### config.mk
export PLATFORM = sky130hd
export DESIGN_NAME = fdc_code_averager
export DESIGN_NICKNAME = d
export VERILOG_FILES = /design/src/rtl/fdc_code_averager_pkg.sv /design/src/rtl/fdc_code_sync.sv /design/src/rtl/fdc_code_averager.sv
export SDC_FILE = /design/constraint.sdc
export NUM_CORES = 1
export LEC_CHECK = 0
export ABC_AREA = 1
export CORE_MARGIN = 3
export CORE_UTILIZATION = 52
export CTS_CLUSTER_DIAMETER = 40
export CTS_CLUSTER_SIZE = 8
export DETAILED_ROUTE_END_ITERATION = 8
export GPL_TIMING_DRIVEN = 0
export PLACE_DENSITY = 0.77
export SYNTH_ARGS = -nofsm -noshare
export SYNTH_HDL_FRONTEND = slang
export SYNTH_SLANG_ARGS = --single-unit
### constraint.sdc
create_clock -name clk -period 2.45 [get_ports clk]
set_clock_uncertainty 0.1 [all_clocks]
set_input_delay 0.735 -clock clk [delete_from_list [all_inputs] [get_ports clk]]
set_output_delay 0.735 -clock clk [all_outputs]
set_load 0.005 [all_outputs]
### src/rtl/fdc_code_averager_pkg.sv
// Shared definitions for the FDC code averager and neighbouring FDC blocks.
package fdc_code_averager_pkg;

  // Default code width and log2 of samples per averaging window.
  localparam int unsigned DefW     = 5;
  localparam int unsigned DefLog2N = 3;

  // Averager control states.
  typedef enum logic [1:0] {
    StIdle  = 2'd0,
    StClear = 2'd1,
    StAcc   = 2'd2
  } fdc_avg_state_e;

endpackage

### src/rtl/fdc_code_sync.sv
// Resynchronises the asynchronous FDC code bus and select line into the clk domain and flags
// when the synchronised code has held the same value long enough to be trusted.
module fdc_code_sync
  import fdc_code_averager_pkg::*;
#(
  parameter int unsigned W      = DefW,
  parameter int unsigned STABLE = 2
) (
  input  logic         clk,
  input  logic         reset,
  input  logic [W-1:0] fdc_code,
  input  logic         selec,
  output logic [W-1:0] code_s,
  output logic         sel_s,
  output logic         stable
);

  localparam int unsigned RunW = $clog2(STABLE + 1);

  logic [W-1:0]    code_meta;
  logic [W-1:0]    code_prev;
  logic            sel_meta;
  logic [RunW-1:0] run_q;
  logic [RunW-1:0] run_d;

  // Run length of equal synchronised codes including the current cycle, so a one-cycle
  // glitch at code_s is never reported as settled.
  always_comb begin
    run_d = '0;
    if (code_s != code_prev) begin
      run_d = '0;
    end else if (run_q == RunW'(STABLE)) begin
      run_d = run_q;
    end else begin
      run_d = run_q + RunW'(1);
    end
  end

  assign stable = (run_d == RunW'(STABLE));

  // Two-flop synchronisers plus the settle-filter history.
  always_ff @(posedge clk or posedge reset) begin
    if (reset) begin
      code_meta <= '0;
      code_s    <= '0;
      code_prev <= '0;
      sel_meta  <= 1'b0;
      sel_s     <= 1'b0;
      run_q     <= '0;
    end else begin
      code_meta <= fdc_code;
      code_s    <= code_meta;
      code_prev <= code_s;
      sel_meta  <= selec;
      sel_s     <= sel_meta;
      run_q     <= run_d;
    end
  end

endmodule

### src/rtl/fdc_code_averager.sv
// Decimates settled FDC codes into samples and reports mean/min/max per window of 2^LOG2_N.
// A change of the synchronised converter select discards the partial window.
module fdc_code_averager
  import fdc_code_averager_pkg::*;
#(
  parameter int unsigned W          = DefW,
  parameter int unsigned LOG2_N     = DefLog2N,
  parameter int unsigned STABLE     = 2,
  parameter int unsigned SAMPLE_DIV = 4
) (
  input  logic         clk,
  input  logic         reset,
  input  logic         enable,
  input  logic         selec,
  input  logic [W-1:0] fdc_code,
  output logic [W-1:0] avg_code,
  output logic [W-1:0] min_code,
  output logic [W-1:0] max_code,
  output logic         result_sel,
  output logic         result_valid,
  output logic         busy
);

  localparam int unsigned N    = 1 << LOG2_N;
  localparam int unsigned AccW = W + LOG2_N;
  localparam int unsigned DivW = (SAMPLE_DIV > 1) ? $clog2(SAMPLE_DIV) : 1;

  logic [W-1:0]      code_s;
  logic              sel_s;
  logic              stable;

  fdc_avg_state_e    state_q, state_d;
  logic [AccW-1:0]   acc_q;
  logic [LOG2_N-1:0] cnt_q;
  logic [DivW-1:0]   div_q;
  logic              pending_q;
  logic [W-1:0]      min_q, max_q;
  logic              window_sel_q;
  logic              sel_prev_q;

  logic              sel_edge, div_wrap, accept, last;
  logic [AccW-1:0]   acc_sum;
  logic [W-1:0]      min_new, max_new;

  fdc_code_sync #(
    .W      (W),
    .STABLE (STABLE)
  ) u_sync (
    .clk      (clk),
    .reset    (reset),
    .fdc_code (fdc_code),
    .selec    (selec),
    .code_s   (code_s),
    .sel_s    (sel_s),
    .stable   (stable)
  );

  // Sample-accept decode; enable and select edges take priority over an accept.
  always_comb begin
    sel_edge = (sel_s != sel_prev_q);
    div_wrap = (state_q == StAcc) && (div_q == DivW'(SAMPLE_DIV - 1));
    accept   = (state_q == StAcc) && enable && !sel_edge && pending_q && stable;
    last     = accept && (cnt_q == LOG2_N'(N - 1));
    acc_sum  = acc_q + AccW'(code_s);
    min_new  = (code_s < min_q) ? code_s : min_q;
    max_new  = (code_s > max_q) ? code_s : max_q;
  end

  // Next-state logic.
  always_comb begin
    state_d = state_q;
    if (!enable) begin
      state_d = StIdle;
    end else begin
      case (state_q)
        StIdle:  state_d = StClear;
        StClear: state_d = sel_edge ? StClear : StAcc;
        StAcc:   state_d = sel_edge ? StClear : StAcc;
        default: state_d = StIdle;
      endcase
    end
  end

  // State register.
  always_ff @(posedge clk or posedge reset) begin
    if (reset) begin
      state_q <= StIdle;
    end else begin
      state_q <= state_d;
    end
  end

  // Window accumulator, sample tick and result registers.
  always_ff @(posedge clk or posedge reset) begin
    if (reset) begin
      acc_q        <= '0;
      cnt_q        <= '0;
      div_q        <= '0;
      pending_q    <= 1'b0;
      min_q        <= '0;
      max_q        <= '0;
      window_sel_q <= 1'b0;
      sel_prev_q   <= 1'b0;
      avg_code     <= '0;
      min_code     <= '0;
      max_code     <= '0;
      result_sel   <= 1'b0;
      result_valid <= 1'b0;
    end else begin
      sel_prev_q   <= sel_s;
      result_valid <= 1'b0;
      // With enable low everything is frozen; CLEAR re-initialises on the way back in.
      if (enable) begin
        if (state_q == StClear) begin
          acc_q        <= '0;
          cnt_q        <= '0;
          div_q        <= '0;
          pending_q    <= 1'b0;
          min_q        <= '1;
          max_q        <= '0;
          window_sel_q <= sel_s;
        end else if (state_q == StAcc) begin
          div_q <= div_wrap ? '0 : div_q + DivW'(1);
          // A wrap while a sample is still pending is absorbed.
          if (accept) begin
            pending_q <= 1'b0;
          end else if (div_wrap) begin
            pending_q <= 1'b1;
          end
          if (last) begin
            avg_code     <= acc_sum[AccW-1:LOG2_N];
            min_code     <= min_new;
            max_code     <= max_new;
            result_sel   <= window_sel_q;
            result_valid <= 1'b1;
            acc_q        <= '0;
            cnt_q        <= '0;
            min_q        <= '1;
            max_q        <= '0;
          end else if (accept) begin
            acc_q <= acc_sum;
            cnt_q <= cnt_q + LOG2_N'(1);
            min_q <= min_new;
            max_q <= max_new;
          end
        end
      end
    end
  end

  assign busy = (state_q == StAcc);

endmodule

# [Word-level counts from Yosys, hierarchy flattened]
# Cells that the tools add are included.
[totals] input_bits=9 out_inout_bits=18 register_bits=64 elab_cells=86
[classes] addsub=4 n_bitwise=1 n_eq_ne=8 magnitude_cmp=2 muxes=34 n_reduce_logical=17
[ops] op="5-bit two-way mux" n=10
[ops] op="8-bit two-way mux" n=4
[ops] op="2-bit two-way mux" n=7
[ops] op="3-bit two-way mux" n=4
[ops] op="8-bit by 5-bit adder with 8-bit output" n=1
[ops] op="2-bit equality test, second input constant" n=4
[ops] op="1-bit two-way mux" n=8
[ops] op="1-bit logical AND" n=6
[ops] op="3-bit AND reduction" n=2
[ops] op="3-bit nonzero test" n=2
[ops] op="5-bit > comparator" n=1
[ops] op="5-bit less-than comparator" n=1
[ops] op="5-bit != test" n=1
[ops] op="2-bit by 1-bit adder with 2-bit output, second input constant" n=2
[ops] op="2-bit case mux with 2 select lines" n=1
[ops] op="2-bit AND reduction" n=2
[ops] op="4-bit AND reduction" n=1
[ops] op="3-bit by 1-bit adder with 3-bit output, second input constant" n=1
[ops] op="3-bit equality test, second input constant" n=1
[ops] op="2-bit by 1-bit equality test with 1-bit output, second input constant" n=1
[ops] op="2-bit zero test" n=1
[ops] op="2-bit nonzero test" n=1
[ops] op="2-bit OR reduction" n=1
[ops] op="1-bit zero test" n=1
[ops] op="other kinds (2)" n=2

# [Depth between registers and ports, before layout]
[depth] word_depth=10 depth_mapped=13 depth_no_buf=12

# [Hierarchy]
# A second synthesis with hierarchy kept.
[unflattened] cells_unflattened=375 hier_area_um2=3185.6
[modules_own_cells] mod="fdc_code_averager" seq_area_each_um2=1126.1 cells_each=324 area_per_inst_um2=2558.7 instances=1
[modules_own_cells] mod="fdc_code_sync" seq_area_each_um2=475.5 cells_each=51 area_per_inst_um2=626.9 instances=1

# [Least setup slack after synthesis]
# No wires, ideal clock.
[synth_timing] path_type="reg2reg" from="reg u_sync.code_s[4]" to="reg max_code[3]" path_buffers=0 setup_slack_ns=0.643 t_arrival_ns=1.635 required_ns=2.279 setup_time_ns=0.071 synth_period_minus_slack_ns=1.807 stages_incl_launch_ff=10 path_cell_list="dfrtp_1 ha_1 nand2_1 nor2_1 nand2_1 o211ai_1 nand2_1 o21ai_0 nor2_1 nor2_1"
[synth_via] elab_chain_cells=6 word_cells_on_any_way=8 classes_between="order compare: 1; eq/ne: 2; mux: 2; reduce/logical: 3"
[synth_rtl] item="from (decl)" line="fdc_code_sync.sv:13" rtl="output logic [W-1:0] code_s,"
[synth_rtl] item="from (signal assigned)" line="fdc_code_sync.sv:52" rtl="code_s <= code_meta;"
[synth_rtl] item="5-bit != test" line="fdc_code_sync.sv:30" rtl="if (code_s != code_prev) begin"
[synth_rtl] item="2-bit two-way mux" line="fdc_code_sync.sv:30"
[synth_rtl] item="2-bit equality test" line="fdc_code_sync.sv:39" rtl="assign stable = (run_d == RunW'(STABLE));"
[synth_rtl] item="1-bit logical AND" line="fdc_code_averager.sv:62" rtl="accept = (state_q == StAcc) && enable && !sel_edge && pending_q && stable;"
[synth_rtl] item="1-bit logical AND" line="fdc_code_averager.sv:63" rtl="last = accept && (cnt_q == LOG2_N'(N - 1));"
[synth_rtl] item="4-bit AND reduction (no source line)"
[synth_rtl] item="to (signal assigned)" line="fdc_code_averager.sv:133" rtl="max_code <= max_new;"
[synth_rtl] item="to (decl)" line="fdc_code_averager.sv:18" rtl="output logic [W-1:0] max_code,"
# Several ways; a longest one is shown, not always the timed one.
# A chain may end at the register's enable or synchronous reset.

# [Final worst setup path]
[layout_timing] from="reg state_q[0]" to="out busy"
[layout_via] elab_chain_cells=1
[layout_rtl] item="from (decl)" line="fdc_code_averager.sv:32" rtl="fdc_avg_state_e state_q, state_d;"
[layout_rtl] item="from (signal assigned)" line="fdc_code_averager.sv:87" rtl="state_q <= StIdle;"
[layout_rtl] item="from (signal assigned)" line="fdc_code_averager.sv:89" rtl="state_q <= state_d;"
[layout_rtl] item="2-bit equality test" line="fdc_code_averager.sv:151" rtl="assign busy = (state_q == StAcc);"
[layout_rtl] item="to (decl)" line="fdc_code_averager.sv:21" rtl="output logic busy"
# No other way between the ends.

==> impl_metrics.py <==
metrics = {
    "sta": {
        "rsz0062_at_grt": "no",
        "fmaxAchievable_mhz": 421,
        "drv_slew": 0,
        "hold_violations": 0,
        "max_slew_margin": 0.689,
        "hold_slack_ns": 0.247,
        "fin_crit_sh": 0.971,
        "setup_viol_count_final": 0,
        "fin_tns_setup_ns": 0,
        "worstMarginPinSlew_ns": 0.466,
        "setup_ws_ns": 0.0722,
        "period_needed_ns": 2.38,
    },
    "worst_setup_path": {
        "path_cells": "inv_1 > ha_4 > clkdlybuf4s50_1",
        "critPathMaxFanout": 5,
        "worstPathRequired_ns": 1.62,
        "endpoint_kind": "primary output",
        "critical_path.max_stage_delay_ns": 0.50,
        "critPathKind": "reg -> out",
        "cpMaxStageDelayCell": "clkdlybuf4s50_1",
        "critPathTopFamily": "buffers and inverters",
        "cp-start-kind": "flip-flop",
        "crit_buf_inv": 2,
        "cp.arrival_ns": 1.54,
    },
    "drt": {
        "route.detailed.wl_per_inst_um": 12.3,
        "vias": 2296,
        "drtIter0Drc": 130,
        "drt-total-wl_um": 5740,
        "drt-vias-per-instance": 4.91,
        "drt.antenna.violating_nets": 0,
        "drcViolationCount": 0,
        "dr.pass1.iters": 4,
    },
    "synthesis": {
        "syn_area_per_cell_sq_um": 8.80,
        "synth_warnings": 0,
        "yosys.area.top_type_share": 0.515,
        "synth_seq_cells": 64,
        "seq_area_frac_synth": 0.515,
        "ys_top_cells_by_area": "dfrtp_1 (52%), nand2_1 (16%), ha_1 (8.9%)",
        "synth_top_cell_by_area": "dfrtp_1",
        "synthesis.area_sq_mm": 0.00311,
        "synthDistinctLibCells": 30,
        "syn_nets": 385,
        "synthCells": 353,
    },
    "placed_design": {
        "place_ws_ns": -0.108,
        "dp_hpwl_um": 4150,
        "dp.cells": 452,
        "port_buffers": 26,
        "place_congestion": 0.822,
    },
    "clock_network": {
        "cts-root-buf": "clkbuf_8",
        "clk_pin_slew_ns": 0.07,
        "clock-sinks": 64,
        "clockBufferDepth": 2,
        "clk_latency_ns": 0.33,
        "cts_hold_buf": 0,
        "htreeDepth": 3,
        "cts_tree": "built",
        "cts_inserted_buffers": 9,
    },
    "final_layout": {
        "n_antenna_cell": 0,
        "layout-drive-gt1-share": 0.0909,
        "fin_cells": 468,
        "layout.nets": 423,
        "areaGrowthSynthToFinish_pct": 18.7,
    },
    "die": {
        "die_h_um": 83.3,
        "initial_core_util": 0.551,
        "die_x_um": 83.3,
        "rows": 27,
        "dieArea_sq_mm": 0.00694,
        "ios": 27,
        "core_area_sq_mm": 0.00564,
    },
    "pwr": {
        "p_leak_uw": 0.00196,
        "vdd_drop_max_uv": 423,
        "finalPower_uw": 2730,
        "p_per_area_mw_per_mm2": 739,
    },
    "global_routing": {
        "antenna_found_initial": 0,
        "grt_use_total": 0.184,
        "grt_pass1_vias": 2230,
        "grt_max_degree": 44,
        "grt_pass1_wl_um": 10100,
        "grt_overflow": 0,
    },
    "min_path": {
        "hp-class": "reg -> reg",
    },
    "outcome": {
        "status": "finished, final reports clean",
    },
    "run": {
        "drv_cap": 0,
    },
}
## kinds of logic after synthesis
group | share of synthesized area
xor gates and xnor gates | 0.0278
and+or+nand+nor | 0.237
buffers and inverters | 0.0612
adders and majority gates | 0.0950
DFF | 0.515
AOI/OAI and AO/OA | 0.0636
## sequential cells by signal (all words and copies together), names as in the netlist
name,flops
acc_q,8
avg_code,5
max_code,5
max_q,5
min_code,5
min_q,5
u_sync.code_meta,5
u_sync.code_prev,5
u_sync.code_s,5
cnt_q,3
div_q,2
state_q,2
u_sync.run_q,2
pending_q,1
result_sel,1
result_valid,1
sel_prev_q,1
u_sync.sel_meta,1
u_sync.sel_s,1
window_sel_q,1
## layout by cell type, fill, tap and decap left out, types with 2 or more instances in the layout
| cell | instances |
|---|---|
| nand2_1 | 129 |
| dfrtp_1 | 64 |
| inv_1 | 36 |
| clkdlybuf4s50_1 | 26 |
| nor2_1 | 23 |
| o21ai_0 | 23 |
| ha_1 | 21 |
| clkbuf_8 | 11 |
| a21oi_1 | 8 |
| xor2_1 | 7 |
| nand3_1 | 6 |
| nand4_1 | 5 |
| inv_2 | 4 |
| clkinv_2 | 3 |
| a31oi_1 | 3 |
| clkinv_1 | 2 |
| nand3_2 | 2 |
| nor2_2 | 2 |
| nand2_2 | 2 |
| buf_6 | 2 |
| clkbuf_1 | 2 |
## cell usage after synthesis
cell and number:
o21ai_2 1, o21ai_0 23, nor3_1 1, clkinv_1 2
nand4_1 5, inv_1 37, buf_2 1, xnor2_1 1
nand3_2 2, ha_1 22, a21o_1 1, a31oi_1 3
nand2_1 129, nor2_4 1, o211ai_1 1, nand3_1 6
xnor2_2 1, inv_2 3, nand2_2 2, clkinv_2 1
nor2_8 1, nand4_2 1, buf_6 2, fa_1 1
nand2_4 1, dfrtp_1 64, a21oi_1 8, xor2_1 7
nor2_2 2, nor2_1 23
## report_power, final
group          switching (uW)  internal (uW)  total [uW]
clock                     380            523         903
combinational             362            211         573
sequential               82.9           1170        1250
## final timing paths
path                                      from                  end  slack, ns  depth (start not counted)
hold reg to reg            u_sync.code_meta[1]     u_sync.code_s[1]       0.25                          0
hold / removal             u_sync.code_meta[1]     u_sync.code_s[1]       0.25                          0
setup reg to reg              u_sync.code_s[4]          max_code[3]       0.28                          9
min in group asynchronous                reset             cnt_q[0]       0.63                          2
max in group asynchronous                reset  u_sync.code_prev[3]       1.04                          3
setup / recovery                    state_q[0]                 busy       0.07                          3
## per-stage QoR
stage / cell area [sq um] / util
global route: 3690 / 0.654
floorplan: 3110 / -
global placement: 3460 / 0.613
finish: 3690 / 0.654
CTS: 3680 / 0.652
detailed placement: 3480 / 0.617
## layer usage
| metal | wire [um] | track usage | vias to the layer above |
|---|---|---|---|
| met5 | 0 | 0 | - |
| met4 | 89 | 0.0892 | 0 |
| met3 | 224 | 0.0427 | 8 |
| met2 | 2650 | 0.280 | 37 |
| met1 | 2770 | 0.246 | 1063 |
| li1 | - | - | 1188 |
## area by class of cell
cell class	instances	area [sq um]
sequential	64	1600
fill	452	1950
tap	72	90.1
timing repair buffer	27	280
inverter	43	163
clock inverter	3	40.0
multi-input combinational	243	1330
buffer	3	27.5
clock buffer	13	159
## what timing repair did
item	4_1_cts	5_1_grt
pin swaps	0	0
endpoints found under the hold margin	0	0
gates resized for setup	1	1
setup buffers	0	0
setup endpoints to repair	1	1
Note: power is estimated with default switching activity, not from simulation.
